$ cat config.mk
export PLATFORM = sky130hd
export DESIGN_NAME = float_encoder
export DESIGN_NICKNAME = d
export VERILOG_FILES = /design/src/rtl/float_pkg.sv /design/src/rtl/float_round_rne.sv /design/src/rtl/float_encoder.sv
export SDC_FILE = /design/constraint.sdc
export NUM_CORES = 1
export LEC_CHECK = 0
export CAP_MARGIN = 5
export CORE_ASPECT_RATIO = 1.2
export CORE_MARGIN = 10
export CORE_UTILIZATION = 55
export DETAILED_ROUTE_END_ITERATION = 12
export PLACE_DENSITY = 0.82
export SLEW_MARGIN = 0
export SYNTH_ARGS = -nofsm -noshare
export SYNTH_HDL_FRONTEND = slang
export SYNTH_SLANG_ARGS = --single-unit
$ cat constraint.sdc
create_clock -name clk -period 7.5 [get_ports clk]
set_input_delay 1.5 -clock clk [delete_from_list [all_inputs] [get_ports clk]]
set_output_delay 1.5 -clock clk [all_outputs]
set_load 0.03 [all_outputs]
$ cat src/rtl/float_pkg.sv
// -----------------------------------------------------------------------------
// float_pkg
// Shared definitions for the float encode/decode units: one-hot class codes,
// exponent constants, the encoder state enum and a one-hot check helper.
// -----------------------------------------------------------------------------
package float_pkg;

    localparam logic [4:0] TYPE_ZERO    = 5'b00001;
    localparam logic [4:0] TYPE_NORMAL  = 5'b00010;
    localparam logic [4:0] TYPE_SUBNORM = 5'b00100;
    localparam logic [4:0] TYPE_INF     = 5'b01000;
    localparam logic [4:0] TYPE_NAN     = 5'b10000;

    localparam logic [7:0] EXP_BIAS    = 8'd127;
    // Biased exponent of a value whose leading one sits in bit 31 (127 + 31).
    localparam logic [7:0] EXP_INT_TOP = 8'd158;
    localparam logic [7:0] EXP_ALL1    = 8'hFF;

    typedef enum logic [1:0] {
        ST_IDLE  = 2'd0,
        ST_NORM  = 2'd1,
        ST_ROUND = 2'd2,
        ST_DONE  = 2'd3
    } state_e;

    // True when exactly one bit of the class code is set.
    function automatic logic is_onehot(input logic [4:0] t);
        return (t != 5'd0) && ((t & (t - 5'd1)) == 5'd0);
    endfunction

endpackage

$ cat src/rtl/float_round_rne.sv
// -----------------------------------------------------------------------------
// float_round_rne
// Combinational round-to-nearest-even of a normalized 32-bit magnitude
// (leading one in bit 31) down to a 23-bit fraction.
// Ports:
//   e_i    : biased exponent before rounding
//   m_i    : normalized magnitude, m_i[31] is the hidden bit
//   e_o    : exponent after rounding (incremented on fraction carry-out)
//   mant_o : rounded 23-bit fraction
// -----------------------------------------------------------------------------
module float_round_rne
    import float_pkg::*;
(
    input  logic [7:0]  e_i,
    input  logic [31:0] m_i,
    output logic [7:0]  e_o,
    output logic [22:0] mant_o
);

    logic        guard_s;
    logic        sticky_s;
    logic        inc_s;
    logic [23:0] sum_s;

    // Guard/sticky rounding decision and fraction increment.
    always_comb begin
        guard_s  = m_i[7];
        sticky_s = |m_i[6:0];
        inc_s    = guard_s && (sticky_s || m_i[8]);
        sum_s    = {1'b0, m_i[30:8]} + {23'd0, inc_s};
        if (sum_s[23]) begin
            // Fraction overflowed: value becomes 2^(e+1) with a zero fraction.
            mant_o = 23'd0;
            e_o    = e_i + 8'd1;
        end else begin
            mant_o = sum_s[22:0];
            e_o    = e_i;
        end
    end

endmodule

$ cat src/rtl/float_encoder.sv
// -----------------------------------------------------------------------------
// float_encoder
// Builds an IEEE-754 single-precision word from a one-hot class code, a sign
// and a 32-bit unsigned magnitude. Normal-class magnitudes are normalized and
// rounded to nearest-even. valid/ready handshake on both sides.
// Ports:
//   clk, reset          : clock, asynchronous active-high reset
//   in_valid / in_ready : request handshake (ready only in IDLE)
//   in_type             : one-hot class code (zero/normal/subnormal/inf/NaN)
//   in_sign             : sign of the result
//   in_int              : magnitude (normal) or raw fraction in [22:0] (subnormal)
//   out_valid/out_ready : result handshake
//   out_float, out_type : encoded word and its class
// Build option:
//   FLOAT_ENC_FAST_NORM_EN : normalize in a single cycle with a leading-zero
//                            count instead of one bit per cycle.
// -----------------------------------------------------------------------------
module float_encoder
    import float_pkg::*;
#(
    parameter logic [22:0] QNAN_MANT = 23'h400000
) (
    input  logic        clk,
    input  logic        reset,
    input  logic        in_valid,
    output logic        in_ready,
    input  logic [4:0]  in_type,
    input  logic        in_sign,
    input  logic [31:0] in_int,
    output logic        out_valid,
    input  logic        out_ready,
    output logic [31:0] out_float,
    output logic [4:0]  out_type
);

    state_e      state_q, state_d;
    logic        sign_q, sign_d;
    logic [31:0] m_q, m_d;
    logic [7:0]  e_q, e_d;
    logic        in_ready_q, in_ready_d;
    logic        out_valid_q, out_valid_d;
    logic [31:0] out_float_q, out_float_d;
    logic [4:0]  out_type_q, out_type_d;

    logic [7:0]  rnd_e_s;
    logic [22:0] rnd_mant_s;

    float_round_rne u_round (
        .e_i    (e_q),
        .m_i    (m_q),
        .e_o    (rnd_e_s),
        .mant_o (rnd_mant_s)
    );

`ifdef FLOAT_ENC_FAST_NORM_EN
    logic [4:0] lz_s;

    // Leading-zero count of the working magnitude (nonzero whenever used).
    always_comb begin
        lz_s = 5'd0;
        for (int i = 0; i < 32; i++) begin
            if (m_q[i]) begin
                lz_s = 5'(31 - i);
            end else begin
                lz_s = lz_s;
            end
        end
    end
`endif

    // Next-state, datapath and output computation.
    always_comb begin
        state_d     = state_q;
        sign_d      = sign_q;
        m_d         = m_q;
        e_d         = e_q;
        out_valid_d = out_valid_q;
        out_float_d = out_float_q;
        out_type_d  = out_type_q;

        case (state_q)
            ST_IDLE: begin
                if (in_valid && in_ready_q) begin
                    sign_d      = in_sign;
                    state_d     = ST_DONE;
                    out_valid_d = 1'b1;
                    if (!is_onehot(in_type)) begin
                        // Invalid class code: canonical positive quiet NaN.
                        out_float_d = {1'b0, EXP_ALL1, QNAN_MANT};
                        out_type_d  = TYPE_NAN;
                    end else begin
                        case (in_type)
                            TYPE_ZERO: begin
                                out_float_d = {in_sign, 31'd0};
                                out_type_d  = TYPE_ZERO;
                            end
                            TYPE_NORMAL: begin
                                if (in_int == 32'd0) begin
                                    out_float_d = {in_sign, 31'd0};
                                    out_type_d  = TYPE_ZERO;
                                end else begin
                                    state_d     = ST_NORM;
                                    out_valid_d = 1'b0;
                                    m_d         = in_int;
                                    e_d         = EXP_INT_TOP;
                                end
                            end
                            TYPE_SUBNORM: begin
                                if (in_int[22:0] != 23'd0) begin
                                    out_float_d = {in_sign, 8'h00, in_int[22:0]};
                                    out_type_d  = TYPE_SUBNORM;
                                end else begin
                                    out_float_d = {in_sign, 31'd0};
                                    out_type_d  = TYPE_ZERO;
                                end
                            end
                            TYPE_INF: begin
                                out_float_d = {in_sign, EXP_ALL1, 23'd0};
                                out_type_d  = TYPE_INF;
                            end
                            TYPE_NAN: begin
                                out_float_d = {in_sign, EXP_ALL1, QNAN_MANT};
                                out_type_d  = TYPE_NAN;
                            end
                            default: begin
                                out_float_d = {1'b0, EXP_ALL1, QNAN_MANT};
                                out_type_d  = TYPE_NAN;
                            end
                        endcase
                    end
                end else begin
                    state_d = ST_IDLE;
                end
            end
            ST_NORM: begin
`ifdef FLOAT_ENC_FAST_NORM_EN
                m_d     = m_q << lz_s;
                e_d     = e_q - {3'd0, lz_s};
                state_d = ST_ROUND;
`else
                if (m_q[31]) begin
                    state_d = ST_ROUND;
                end else begin
                    m_d = m_q << 1;
                    e_d = e_q - 8'd1;
                end
`endif
            end
            ST_ROUND: begin
                // Exponent tops out at 159 here, so the result is always finite.
                out_float_d = {sign_q, rnd_e_s, rnd_mant_s};
                out_type_d  = TYPE_NORMAL;
                out_valid_d = 1'b1;
                state_d     = ST_DONE;
            end
            ST_DONE: begin
                if (out_ready) begin
                    out_valid_d = 1'b0;
                    state_d     = ST_IDLE;
                end else begin
                    out_valid_d = 1'b1;
                end
            end
            default: begin
                state_d     = ST_IDLE;
                out_valid_d = 1'b0;
            end
        endcase

        in_ready_d = (state_d == ST_IDLE);
    end

    // State and datapath registers.
    always_ff @(posedge clk or posedge reset) begin
        if (reset) begin
            state_q     <= ST_IDLE;
            sign_q      <= 1'b0;
            m_q         <= 32'd0;
            e_q         <= 8'd0;
            in_ready_q  <= 1'b1;
            out_valid_q <= 1'b0;
            out_float_q <= 32'd0;
            out_type_q  <= 5'd0;
        end else begin
            state_q     <= state_d;
            sign_q      <= sign_d;
            m_q         <= m_d;
            e_q         <= e_d;
            in_ready_q  <= in_ready_d;
            out_valid_q <= out_valid_d;
            out_float_q <= out_float_d;
            out_type_q  <= out_type_d;
        end
    end

    assign in_ready  = in_ready_q;
    assign out_valid = out_valid_q;
    assign out_float = out_float_q;
    assign out_type  = out_type_q;

endmodule

==> reports/metrics.cfg <==
[run_status]
status = finished clean

[route]
avgViaCountPerCell = 6.52
wl_per_cell_um = 21.2
routed_wl_mm = 13.9
drtIter0Drc = 418
drt-pass1-iter-count = 5
vias = 4286
drc_errors = 0
ant_nets = 0

[finish]
n_fill_cell = 659
syn2layout_area_growth_pct = 23.6
layout.nets = 580
antenna_cells = 0
drive_above_1_share_pct = 11.1
stdcell_area_um2 = 5850

[synth]
yosys_warnings = 0
yosys-top-cells-count = dfrtp_1, a221o_1, nand2_1
synthTopCellsByArea = dfrtp_1, a221o_1, mux2_2
yosysMostFrequentCell = dfrtp_1
synth_top_flop_cell = dfrtp_1
synth.cell_area_um2 = 4730
synth_cells = 473
synth-edff-count = 0
yosysTopAreaCellShare_pct = 42.8
yosys_register_bits = 82
syn_area_per_cell_um2 = 10.0
ys_seq_area_share_pct = 43.4
synthArstFlopShare_pct = 100
synth_largest_area_cell = dfrtp_1
synth_nets = 518
ys_types = 57

[worst_setup_path]
cp_cell_sequence = clkdlybuf4s50_1 -> nor4_1 -> nand4_1 -> or4_1 -> nand2_2 -> mux2_2
path_buf_inv = 1
cp-end-kind = flop
crit_path_top_delay_cell = or4_1
cp-start-kind = input pin
critPathMaxFanout = 24
worstPathArrival_ns = 4.40
criticalPathCategory = in2reg
cpPeakStageDelay_ns = 0.78
crit_family = simple AND/OR/NAND/NOR gates
cp.required_ns = 7.74

[power_and_ir_drop]
ir_drop_v = 0.000179
cellLeakagePower_nw = 2.47
power_mw = 2.08
power_density_nw_per_um2 = 356

[sta]
max_slew.worst_pin.slew_ns = 1.06
period_share_pct = 55.4
setup_viol = 0
fmaxAchievable_mhz = 241
finalMaxSlewViolations = 0
layout_min_cycle_time_ns = 4.15
fin_setup_tns_ns = 0
hold_viol_final = 0
fin_skew_ns = 0.00969
maxSlewHeadroom_pct = 29.5
rsz0062_at_grt = false

[clocking]
insertion_delay_ns = 0.36
cts_root_buffer = clkbuf_8
numCtsBuffers = 9
clockBufferDepth = 2
post-cts-setup-buffers = 0
hold_buffers = 0
cts_tree = yes
htree_levels = 3
post_cts_resized = 0
cts.sink_count = 82
path_clk_slew_ns = 0.09

[global_route]
grt.overflow.total = 0
grt_usage_pct = 21.6
grt_pass1_vias = 4418
grt_pass1_wl_mm = 22.6
antenna_found_initial = 0
grt_max_degree = 83

[floorplanning]
ios = 81
die_x_um = 105
start_util_pct = 55.9
die-area_um2 = 12700
rows = 37
fp.coreArea_um2 = 8470
die_h_um = 122

[place]
globalplace.congestion = 0.907
placed_cell_area_um2 = 5570
port_buffers = 80
place.detailed.hpwl_mm = 9.89

[job]
maxCapViolCount = 0

[min_path]
hold_path.class = reg2reg

kinds of logic after synthesis:
logic type,after synthesis,synth area share [%]
multiplexers,25,5.92
flip-flops,82,43.4
AO/OA/AOI/OAI,122,20.7
XOR/XNOR,17,3.15
AND/OR/NAND/NOR,182,22.1
adder cells (fa/ha/maj),3,0.793
buffers and inverters,42,3.94
stage by stage:
| stage | setup slack [ns] | cells | hold WS, ns | util, % |
|---|---|---|---|---|
| floorplan | 3.89 | 473 | 0.465 | - |
| global placement | 3.04 | 641 | 0.459 | 65.8 |
| detailed placement | 3.00 | 641 | 0.466 | 65.8 |
| CTS | 3.39 | 657 | 0.486 | 69.0 |
| global route | 3.14 | 657 | 0.522 | 69.0 |
| finish | 3.35 | 657 | 0.481 | 69.0 |
final cells by class:
| cell class | instances | area, um^2 | area share, % |
|---|---|---|---|
| sequential | 82 | 2050 | 35.1 |
| clock buffer | 10 | 138 | 2.35 |
| tap | 117 | 146 | 2.50 |
| timing repair buffer | 84 | 831 | 14.2 |
| clock inverter | 6 | 138 | 2.35 |
| inverter | 9 | 35.0 | 0.599 |
| multi-input combinational | 349 | 2510 | 42.9 |
report_power, final:
part           switching (mW)  internal (mW)  leakage (nW)
Combinational           0.496          0.374          1.27
Clock                   0.169          0.265         0.137
Sequential              0.187          0.590          1.07
Total                   0.852           1.23          2.47
routing by layer:
metal / up-vias / routed length, um / GRT usage [%]
met5: - / 0 / 0
met4: 0 / 588 / 11.7
met3: 50 / 919 / 4.60
met2: 217 / 7070 / 37.9
met1: 2083 / 5330 / 24.4
li1: 1936 / - / -
worst paths after layout:
path                             start           end  slack (ns)  depth (start not counted)
setup / recovery            in_int[22]  out_float[8]        3.35                          6
hold / removal             out_type[1]   out_type[1]        0.48                          1
setup reg to reg            state_q[1]       m_q[15]        4.47                          5
hold reg to reg            out_type[1]   out_type[1]        0.48                          1
max in group asynchronous        reset       m_q[21]        5.08                          3
min in group asynchronous        reset        e_q[4]        1.77                          3
registers in the layout, indices dropped and copies added, names as in the netlist:
register / cells
e_q: 8
in_ready: 1
m_q: 32
out_float: 32
out_type: 5
out_valid: 1
sign_q: 1
state_q: 2
layout by cell type (no fill, tap or decap), types with 6 or more instances in the layout:
master	n
a211o_1	7
nor4_1	15
inv_1	8
o21ai_0	18
nand2_1	30
clkbuf_8	10
nand3_1	17
a22o_1	17
o31ai_1	10
dfrtp_1	81
nor2_1	17
clkdlybuf4s50_1	80
xor2_1	8
a21oi_1	10
a221o_1	31
or4_1	6
nand2b_1	8
xnor2_1	9
mux2_2	20
and2_1	28
nor3_1	24
or3_1	7
Note: power is estimated with default switching activity, not from simulation.
